### src/rtl/roll_pkg.sv
// Shared definitions for the roll result recorder and its history store.
// Contents:
//   digit_t               4-bit value produced by the roller
//   state_t               recorder FSM states
//   DEFAULT_SETTLE_CYCLES default settle time, shared with the roller's
//                         duration limits so the two stay consistent
package roll_pkg;

   typedef logic [3:0] digit_t;

   typedef enum logic [1:0] {
      S_IDLE  = 2'd0,
      S_WATCH = 2'd1,
      S_SHOW  = 2'd2
   } state_t;

   // Must exceed the roller's longest interval between value updates.
   localparam int DEFAULT_SETTLE_CYCLES = 6_000_000;

endpackage : roll_pkg

### src/rtl/roll_result_history.sv
// Newest-first history of settled roll results.
// Ports:
//   i_clk, i_rst_n  clock, asynchronous active-low reset
//   i_push          insert i_data as entry 0; older entries shift down and
//                   the oldest is dropped when the store is full
//   i_clear         empty the store (wins over i_push)
//   i_data          value to insert
//   i_rd_idx        entry to read (0 = newest)
//   o_rd_data       combinational read of entry i_rd_idx
//   o_count         number of valid entries, saturates at DEPTH
module roll_result_history
   import roll_pkg::*;
#(
   parameter int DEPTH = 4
) (
   input  logic                       i_clk,
   input  logic                       i_rst_n,
   input  logic                       i_push,
   input  logic                       i_clear,
   input  digit_t                     i_data,
   input  logic [$clog2(DEPTH)-1:0]   i_rd_idx,
   output digit_t                     o_rd_data,
   output logic [$clog2(DEPTH):0]     o_count
);

   localparam int CNT_BITS = $clog2(DEPTH) + 1;
   localparam logic [CNT_BITS-1:0] FULL = CNT_BITS'(DEPTH);

   digit_t entries [DEPTH];

   // NOTE: the entries are reset along with the control state because a
   // cleared or freshly reset history must read back as zeros, not stale data.
   always_ff @(posedge i_clk or negedge i_rst_n) begin
      if (!i_rst_n) begin
         for (int k = 0; k < DEPTH; k++) entries[k] <= '0;
         o_count <= '0;
      end else if (i_clear) begin
         for (int k = 0; k < DEPTH; k++) entries[k] <= '0;
         o_count <= '0;
      end else if (i_push) begin
         for (int k = DEPTH - 1; k > 0; k--) entries[k] <= entries[k-1];
         entries[0] <= i_data;
         if (o_count != FULL) o_count <= o_count + 1'b1;
      end
   end

   // DEPTH is a power of two, so every index value addresses a real entry.
   assign o_rd_data = entries[i_rd_idx];

endmodule : roll_result_history

### src/rtl/roll_result_recorder.sv
// Watches the roller output after each start press, decides when the roll
// has stopped, records the result in a newest-first history and drives the
// value/index pair for the 7-segment display path.
// Ports:
//   i_clk, i_rst_n  clock, asynchronous active-low reset
//   i_start         start key pulse (same pulse the roller receives)
//   i_value         roller output being observed
//   i_recall        step the display to the next older history entry
//   i_clear         empty the history
//   o_display       value to show
//   o_index         history slot shown (0 = newest)
//   o_count         number of valid history entries
//   o_live          roll in progress, display follows i_value
//   o_settled       one-cycle pulse when a result is committed
module roll_result_recorder
   import roll_pkg::*;
#(
   parameter int DEPTH         = 4,
   parameter int SETTLE_CYCLES = DEFAULT_SETTLE_CYCLES,
   parameter int CNT_W         = 32
) (
   input  logic                       i_clk,
   input  logic                       i_rst_n,
   input  logic                       i_start,
   input  logic [3:0]                 i_value,
   input  logic                       i_recall,
   input  logic                       i_clear,
   output logic [3:0]                 o_display,
   output logic [$clog2(DEPTH)-1:0]   o_index,
   output logic [$clog2(DEPTH):0]     o_count,
   output logic                       o_live,
   output logic                       o_settled
);

   localparam int IDX_W = $clog2(DEPTH);
   localparam logic [CNT_W-1:0] SETTLE_LAST = CNT_W'(SETTLE_CYCLES - 1);
   localparam logic [CNT_W-1:0] SETTLE_MAX  = CNT_W'(SETTLE_CYCLES);

   state_t             state_q, state_d;
   logic [CNT_W-1:0]   cnt_q, cnt_d;
   digit_t             last_q, last_d;
   digit_t             display_d;
   logic [IDX_W-1:0]   index_d;
   logic               live_d;
   logic               settled_d;
   logic               push;
   logic               hist_clear;
   digit_t             rd_data;
   logic [IDX_W:0]     idx_plus;

   roll_result_history #(
      .DEPTH (DEPTH)
   ) u_history (
      .i_clk     (i_clk),
      .i_rst_n   (i_rst_n),
      .i_push    (push),
      .i_clear   (hist_clear),
      .i_data    (i_value),
      .i_rd_idx  (index_d),
      .o_rd_data (rd_data),
      .o_count   (o_count)
   );

   // Recall wraps back to the newest entry after the oldest valid one.
   assign idx_plus = {1'b0, o_index} + (IDX_W + 1)'(1);

   // NOTE: every signal written here gets a default first, so no path can
   // leave one unassigned and infer a latch.
   always_comb begin
      state_d    = state_q;
      cnt_d      = cnt_q;
      last_d     = last_q;
      display_d  = o_display;
      index_d    = o_index;
      live_d     = o_live;
      settled_d  = 1'b0;
      push       = 1'b0;
      hist_clear = 1'b0;

      if (i_clear) begin
         // Clear beats a simultaneous start or recall.
         hist_clear = 1'b1;
         state_d    = S_IDLE;
         index_d    = '0;
         display_d  = '0;
         live_d     = 1'b0;
      end else if (i_start) begin
         // A start mid-watch simply restarts settle timing.
         state_d   = S_WATCH;
         index_d   = '0;
         live_d    = 1'b1;
         cnt_d     = '0;
         last_d    = i_value;
         display_d = i_value;
      end else begin
         unique case (state_q)
            S_IDLE: ;
            S_WATCH: begin
               display_d = i_value;
               last_d    = i_value;
               if (i_value != last_q) begin
                  cnt_d = '0;
               end else if (cnt_q == SETTLE_LAST) begin
                  // SETTLE_CYCLES consecutive unchanged cycles: commit.
                  cnt_d     = SETTLE_MAX;
                  push      = 1'b1;
                  state_d   = S_SHOW;
                  settled_d = 1'b1;
                  live_d    = 1'b0;
                  index_d   = '0;
               end else if (cnt_q < SETTLE_MAX) begin
                  cnt_d = cnt_q + 1'b1;
               end
            end
            S_SHOW: begin
               if (i_recall) begin
                  index_d = (idx_plus == o_count) ? '0 : idx_plus[IDX_W-1:0];
               end
               display_d = rd_data;
            end
            default: state_d = S_IDLE;
         endcase
      end
   end

   // NOTE: registered state uses non-blocking assignments so every flop
   // samples the pre-edge values, independent of statement order.
   always_ff @(posedge i_clk or negedge i_rst_n) begin
      if (!i_rst_n) begin
         state_q   <= S_IDLE;
         cnt_q     <= '0;
         last_q    <= '0;
         o_display <= '0;
         o_index   <= '0;
         o_live    <= 1'b0;
         o_settled <= 1'b0;
      end else begin
         state_q   <= state_d;
         cnt_q     <= cnt_d;
         last_q    <= last_d;
         o_display <= display_d;
         o_index   <= index_d;
         o_live    <= live_d;
         o_settled <= settled_d;
      end
   end

endmodule : roll_result_recorder

### config.mk
export PLATFORM = sky130hd
export DESIGN_NAME = roll_result_recorder
export DESIGN_NICKNAME = d
export VERILOG_FILES = /design/src/rtl/roll_pkg.sv /design/src/rtl/roll_result_history.sv /design/src/rtl/roll_result_recorder.sv
export SDC_FILE = /design/constraint.sdc
export NUM_CORES = 1
export LEC_CHECK = 0
export CAP_MARGIN = 20
export CORE_ASPECT_RATIO = 1.1
export CORE_MARGIN = 1
export CORE_UTILIZATION = 30
export DETAILED_ROUTE_END_ITERATION = 12
export SYNTH_ARGS = -nofsm -noshare
export SYNTH_HDL_FRONTEND = slang
export SYNTH_SLANG_ARGS = --single-unit
### constraint.sdc
create_clock -name i_clk -period 3.1 [get_ports i_clk]
set_input_delay 0.62 -clock i_clk [delete_from_list [all_inputs] [get_ports i_clk]]
set_output_delay 0.62 -clock i_clk [all_outputs]
set_load 0.03 [all_outputs]
## After elaboration in Yosys (flattened, before gate mapping)

Index checks and enable logic that the tools add are counted.

- Bits in registers: 65

- Add/sub/neg operators: 3
- Order comparisons: 2
- Eq/ne operators: 10
- Multiplexer cells: 41
- Bitwise logic cells: 2
- Reduce and logical (&&, ||, !) cells: 14

Operators with widths:

| operator | count |
|---|---|
| $mux 32 | 5 |
| $add 32x1->32 const B | 1 |
| $eq 32x23->1 const B | 1 |
| $lt 32x23->1 const B | 1 |
| $mux 16 | 2 |
| $mux 4 | 6 |
| $mux 2 | 10 |
| $mux 1 | 11 |
| $mux 3 | 3 |
| $reduce_and 3->1 | 3 |
| $bmux 4 s2 | 1 |
| $ne 4x4->1 const B | 2 |
| $pmux 2 s2 | 2 |
| $pmux 4 s2 | 1 |
| $reduce_bool 4->1 | 2 |
| $ne 3x3->1 const B | 2 |
| $reduce_bool 2->1 | 3 |
| $reduce_bool 3->1 | 2 |
| $ne 4x4->1 | 1 |
| $reduce_and 2->1 | 2 |
| $add 2x1->3 const B | 1 |
| $add 3x1->3 const B | 1 |
| $eq 3x3->1 | 1 |
| $ge 3x3->1 const B | 1 |
| 7 further kinds | 7 |

## Depth between registers and ports, before layout

- Word-level depth: 14
- Gate-level depth with buffers: 10
- Mapped depth without buffers: 9

## Modules after synthesis

From an unflattened synthesis, not the netlist that was laid out.

- Cell total of the unflattened synthesis: 343
- Area, all modules: 3477.1 um2

Modules (own cells, without submodules):

| module | instances | cells each | area each (um2) | seq. area each (um2) |
|---|---|---|---|---|
| roll_result_recorder | 1 | 270 | 2524.9 | 1151.1 |
| roll_result_history | 1 | 73 | 952.2 | 475.5 |

## Least setup slack after synthesis

OpenSTA, ideal clock, no wires.

- Path kind: reg-to-reg
- Start point: register cnt_q[18]
- End point: register o_display[1]
- Library setup time: 91 ps
- Data arrival time: 2584 ps
- Required time: 3009 ps
- Path slack: 425 ps
- Stages on the path, launching flop included: 8
- Path buffers: 1
- Clock period less this slack: 2675 ps
- Cells stage by stage: dfrtp_1 > or3b_1 > or4_1 > buf_6 > o41ai_4 > a21oi_2 > or4b_4 > o221ai_1

- Cells in the longest elaborated chain, start to end: 13

Ends and longest elaborated chain:

| element | line | text |
|---|---|---|
| from (decl) | roll_result_recorder.sv:40 | `logic [CNT_W-1:0] cnt_q, cnt_d;` |
| from (signal assigned) | roll_result_recorder.sv:139 | `cnt_q <= cnt_d;` |
| $eq 32x23->1 | roll_result_recorder.sv:103 | `end else if (cnt_q == SETTLE_LAST) begin` |
| $mux 2 | roll_result_recorder.sv:103 |  |
| $mux 2 | roll_result_recorder.sv:101 | `if (i_value != last_q) begin` |
| $pmux 2 s2 | roll_result_recorder.sv:96 | `unique case (state_q)` |
| $mux 2 | roll_result_recorder.sv:87 | `end else if (i_start) begin` |
| $mux 2 | roll_result_recorder.sv:80 | `if (i_clear) begin` |
| net index_d[1] | roll_result_recorder.sv:43 | `logic [IDX_W-1:0] index_d;` |
| $not 2->3 (implied by the code) | roll_result_history.sv:48 | `assign o_rd_data = entries[i_rd_idx];` |
| $bmux 4 s2 | roll_result_history.sv:48 |  |
| $mux 4 (implied by the code) (2 in series) | roll_result_history.sv:48 |  |
| $pmux 4 s2 | roll_result_recorder.sv:96 |  |
| $mux 4 | roll_result_recorder.sv:87 |  |
| $mux 4 | roll_result_recorder.sv:80 |  |
| to (signal assigned) | roll_result_recorder.sv:141 | `o_display <= display_d;` |
| to (decl) | roll_result_recorder.sv:28 | `output logic [3:0] o_display,` |

The timed path passes the listed nets, and every way through them passes these cells. The select of a mux whose other input is x is not followed.
A chain may end at the register's enable or synchronous reset.

## Worst setup path after layout

Ends and elaborated chain as after synthesis.

==> summary.txt <==
Status
  • Status: finished, final reports clean

Synth
  • Synth Area per Inst: 9.87 µm²
  • Syn nets: 353
  • Post-synth ARST share: 1.00
  • Register area share after synthesis: 0.487
  • Top FF cell, synth: dfrtp_1
  • Yosys cell types: 53
  • Cells after Synth: 338
  • Post-synthesis register bit count: 65
  • Ys Warns: 0
  • Syn Std Cell Area: 3340 µm²
  • EDFF count, synth: 0

Placement
  • Gpl congestion: 0.812
  • Placed insts: 513
  • Worst slack at placement: 111 ps
  • Detailed Place HPWL: 5730 µm
  • # port buffers: 19

Timing
  • Worst rel slew slack: 0.525
  • Period utilisation layout: 0.945
  • TNS Setup: 0 ps
  • Setup Viol. Count Final: 0
  • Fmax: 341 MHz
  • Worst-margin pin slew: 712 ps
  • RSZ-0062 raised after global routing: false
  • Final Hold Violating Endpoints: 0
  • Pins Over Slew Limit: 0
  • Setup WS post-layout: 171 ps
  • Skew final: 9.31 ps
  • Crit path time final: 2930 ps

CTS
  • Clock root buffer master: clkbuf_16
  • Post-CTS setup buffer count: 0
  • Cts repair resizes: 0
  • Clock tree buffer depth: 2
  • Clk slew on worst S/H paths: 60 ps
  • Hold-fix buffers at CTS: 0
  • TritonCTS clock tree: done
  • Total clock buffers created by CTS: 9
  • Clk_lat worst skew: 330 ps
  • Number of H-tree levels: 3
  • Clock sink total: 65

Critical path
  • CP Class: reg -> reg
  • Critical path data required time: 3330 ps
  • Startpoint types: register
  • Worst-path maximum fanout: 8
  • Setup crit end kind: register
  • Data arrival, critical path: 3160 ps

Detailed routing
  • Routed wl met2: 3810 µm
  • Vias per inst: 5.24
  • Met3 wire length: 257 µm
  • Via count: 2771
  • Top sig layer: met4
  • DR WL/cell: 15.0 µm
  • M1 WL: 3770 µm
  • Detailed Route Iter0 Violations: 147
  • Drt total wl: 7960 µm
  • First drt pass iteration count: 4
  • DRC violations left: 0
  • Routed Antenna Nets: 0

Hold path
  • Hold WC Path Type: in -> async

Global routing
  • Largest net degree at the start of global routing: 36
  • Vias in the first global route: 2793
  • Total routing usage reported by global routing: 0.152
  • Congestion Overflow GR: 0
  • Initial antenna violation count: 0
  • Global-route wire length before repair: 13500 µm

Power and ir drop
  • Pleak: 1.80 nW
  • PD cells: 485 nW/µm²
  • VDD IR max: 0.000279 V

Die
  • Ports: 20
  • Initial core utilization: 0.307
  • Die W: 103 µm
  • Area of the core: 10900 µm²
  • Site row count: 40
  • Die area: 11500 µm²
  • Die Y: 113 µm

Flow run
  • Maximum capacitance violations: 0

Final layout
  • Area Overhead vs Synth: 22.6%
  • Final cell count without fillers: 529
  • ANT cells: 0
  • Share of layout cells above drive strength 1: 0.126
  • Nets: 392
==> cells in the final DEF, fill, tap and decap left out, types with 3 or more instances in the layout <==
cell type | synthesis | routed
o21a_1 | 5 | 5
or3_1 | 3 | 3
inv_1 | 13 | 13
buf_4 | 0 | 21
o21ai_0 | 12 | 12
nor4_1 | 4 | 4
or4_1 | 3 | 3
xor2_1 | 5 | 5
nor2_1 | 25 | 25
mux2i_1 | 5 | 5
clkdlybuf4s50_1 | 0 | 18
o22a_1 | 4 | 4
a22o_1 | 16 | 16
a22oi_1 | 4 | 4
o221ai_1 | 4 | 4
ha_1 | 6 | 6
o31ai_1 | 4 | 4
and3_1 | 8 | 8
nand4_1 | 7 | 7
nor3_1 | 9 | 9
a21oi_1 | 19 | 19
dfrtp_1 | 65 | 65
or2_2 | 5 | 5
nand2_1 | 31 | 31
xnor2_1 | 13 | 13
nor2b_1 | 9 | 9
a211oi_1 | 4 | 4
clkbuf_16 | 0 | 9
nand3_1 | 14 | 14
==> stage by stage <==
step	util	area [µm²]	total power (W)	hold slack, ps
after floorplan	-	3340	0.000964	324
after global placement	0.351	3810	0.00105	470
after detailed placement	0.351	3810	0.00105	470
after CTS	0.377	4090	0.00201	191
after global routing	0.377	4090	0.00206	196
final	0.377	4090	0.00198	185
==> worst max-delay path: stages, from the launching register on <==
cell and delay, ps:
dfrtp_1 430, or3b_1 370, or4_1 590, o41ai_4 550, a21oi_2 130, or4b_4 540, o221ai_1 230
==> path summary, 6_finish.rpt <==
kind,start,end,slack (ps),cells after the start
setup reg to reg,cnt_q[18],o_display[1],170,6
min in group i_clk,o_live,o_live,480,1
hold / removal,i_rst_n,cnt_q[12],190,1
hold reg to reg,o_live,o_live,480,1
max in group asynchronous,i_rst_n,cnt_q[26],2160,2
setup / recovery,cnt_q[18],o_display[1],170,6
==> sequential cells by signal (all words and copies together) (netlist names) <==
register	flops
cnt_q	32
u_history.entries	16
last_q	4
o_display	4
u_history.o_count	3
o_index	2
state_q	2
o_live	1
o_settled	1
==> cell type report <==
class | count | area [µm²]
Clock buffer | 10 | 239
Clock inverter | 6 | 42.5
Fill cell | 1089 | 6770
Inverter | 14 | 52.6
Multi-Input combinational cell | 247 | 1600
Sequential cell | 65 | 1630
Tap cell | 147 | 184
Timing Repair Buffer | 40 | 343
==> routing by layer <==
layer,track usage,vias up
met5,0,-
met4,0.0419,0
met3,0.0479,9
met2,0.243,60
met1,0.196,1379
li1,-,1323
==> synthesized netlist by cell type (2+ instances only) <==
cell type / number / share of area
mux2i_1: 5 / 0.015
nor2_1: 25 / 0.028
a22oi_1: 4 / 0.0090
o31ai_1: 4 / 0.0090
or2_2: 5 / 0.0094
and4_1: 2 / 0.0053
nand4_1: 7 / 0.013
o21ai_0: 12 / 0.018
a21oi_1: 19 / 0.028
a311oi_1: 2 / 0.0053
a31oi_1: 2 / 0.0037
a21oi_2: 2 / 0.0053
o221ai_1: 4 / 0.010
xnor2_1: 13 / 0.034
nor4_1: 4 / 0.0075
o21a_1: 5 / 0.011
o22a_1: 4 / 0.010
ha_1: 6 / 0.022
and2_1: 2 / 0.0037
or4_1: 3 / 0.0067
nand3_1: 14 / 0.021
xor2_1: 5 / 0.013
and3_1: 8 / 0.015
nand2_1: 31 / 0.035
a211oi_1: 4 / 0.0090
buf_2: 2 / 0.0030
nor2b_1: 9 / 0.017
dfrtp_1: 65 / 0.49
or3_1: 3 / 0.0056
a2bb2oi_1: 2 / 0.0053
inv_1: 13 / 0.015
a22o_1: 16 / 0.042
clkbuf_1: 8 / 0.0090
nor3_1: 9 / 0.013
==> where the power goes <==
part	total (W)	switching [W]	internal (W)	leakage, nW
Clock	0.000953	0.000389	0.000564	0.135
Combinational	0.000161	0.0000993	0.0000617	0.766
Sequential	0.000870	0.00000883	0.000861	0.896
==> logic make-up after synthesis <==
group	Yosys count	share of synthesized area
and+or+nand+nor	126	0.192
AOI/OAI and AO/OA	92	0.203
DFF	65	0.487
buffers and inverters	26	0.0322
xor gates and xnor gates	18	0.0472
adders and majority gates	6	0.0225
muxes	5	0.0150
No activity file was read; power rests on OpenSTA's default activity.
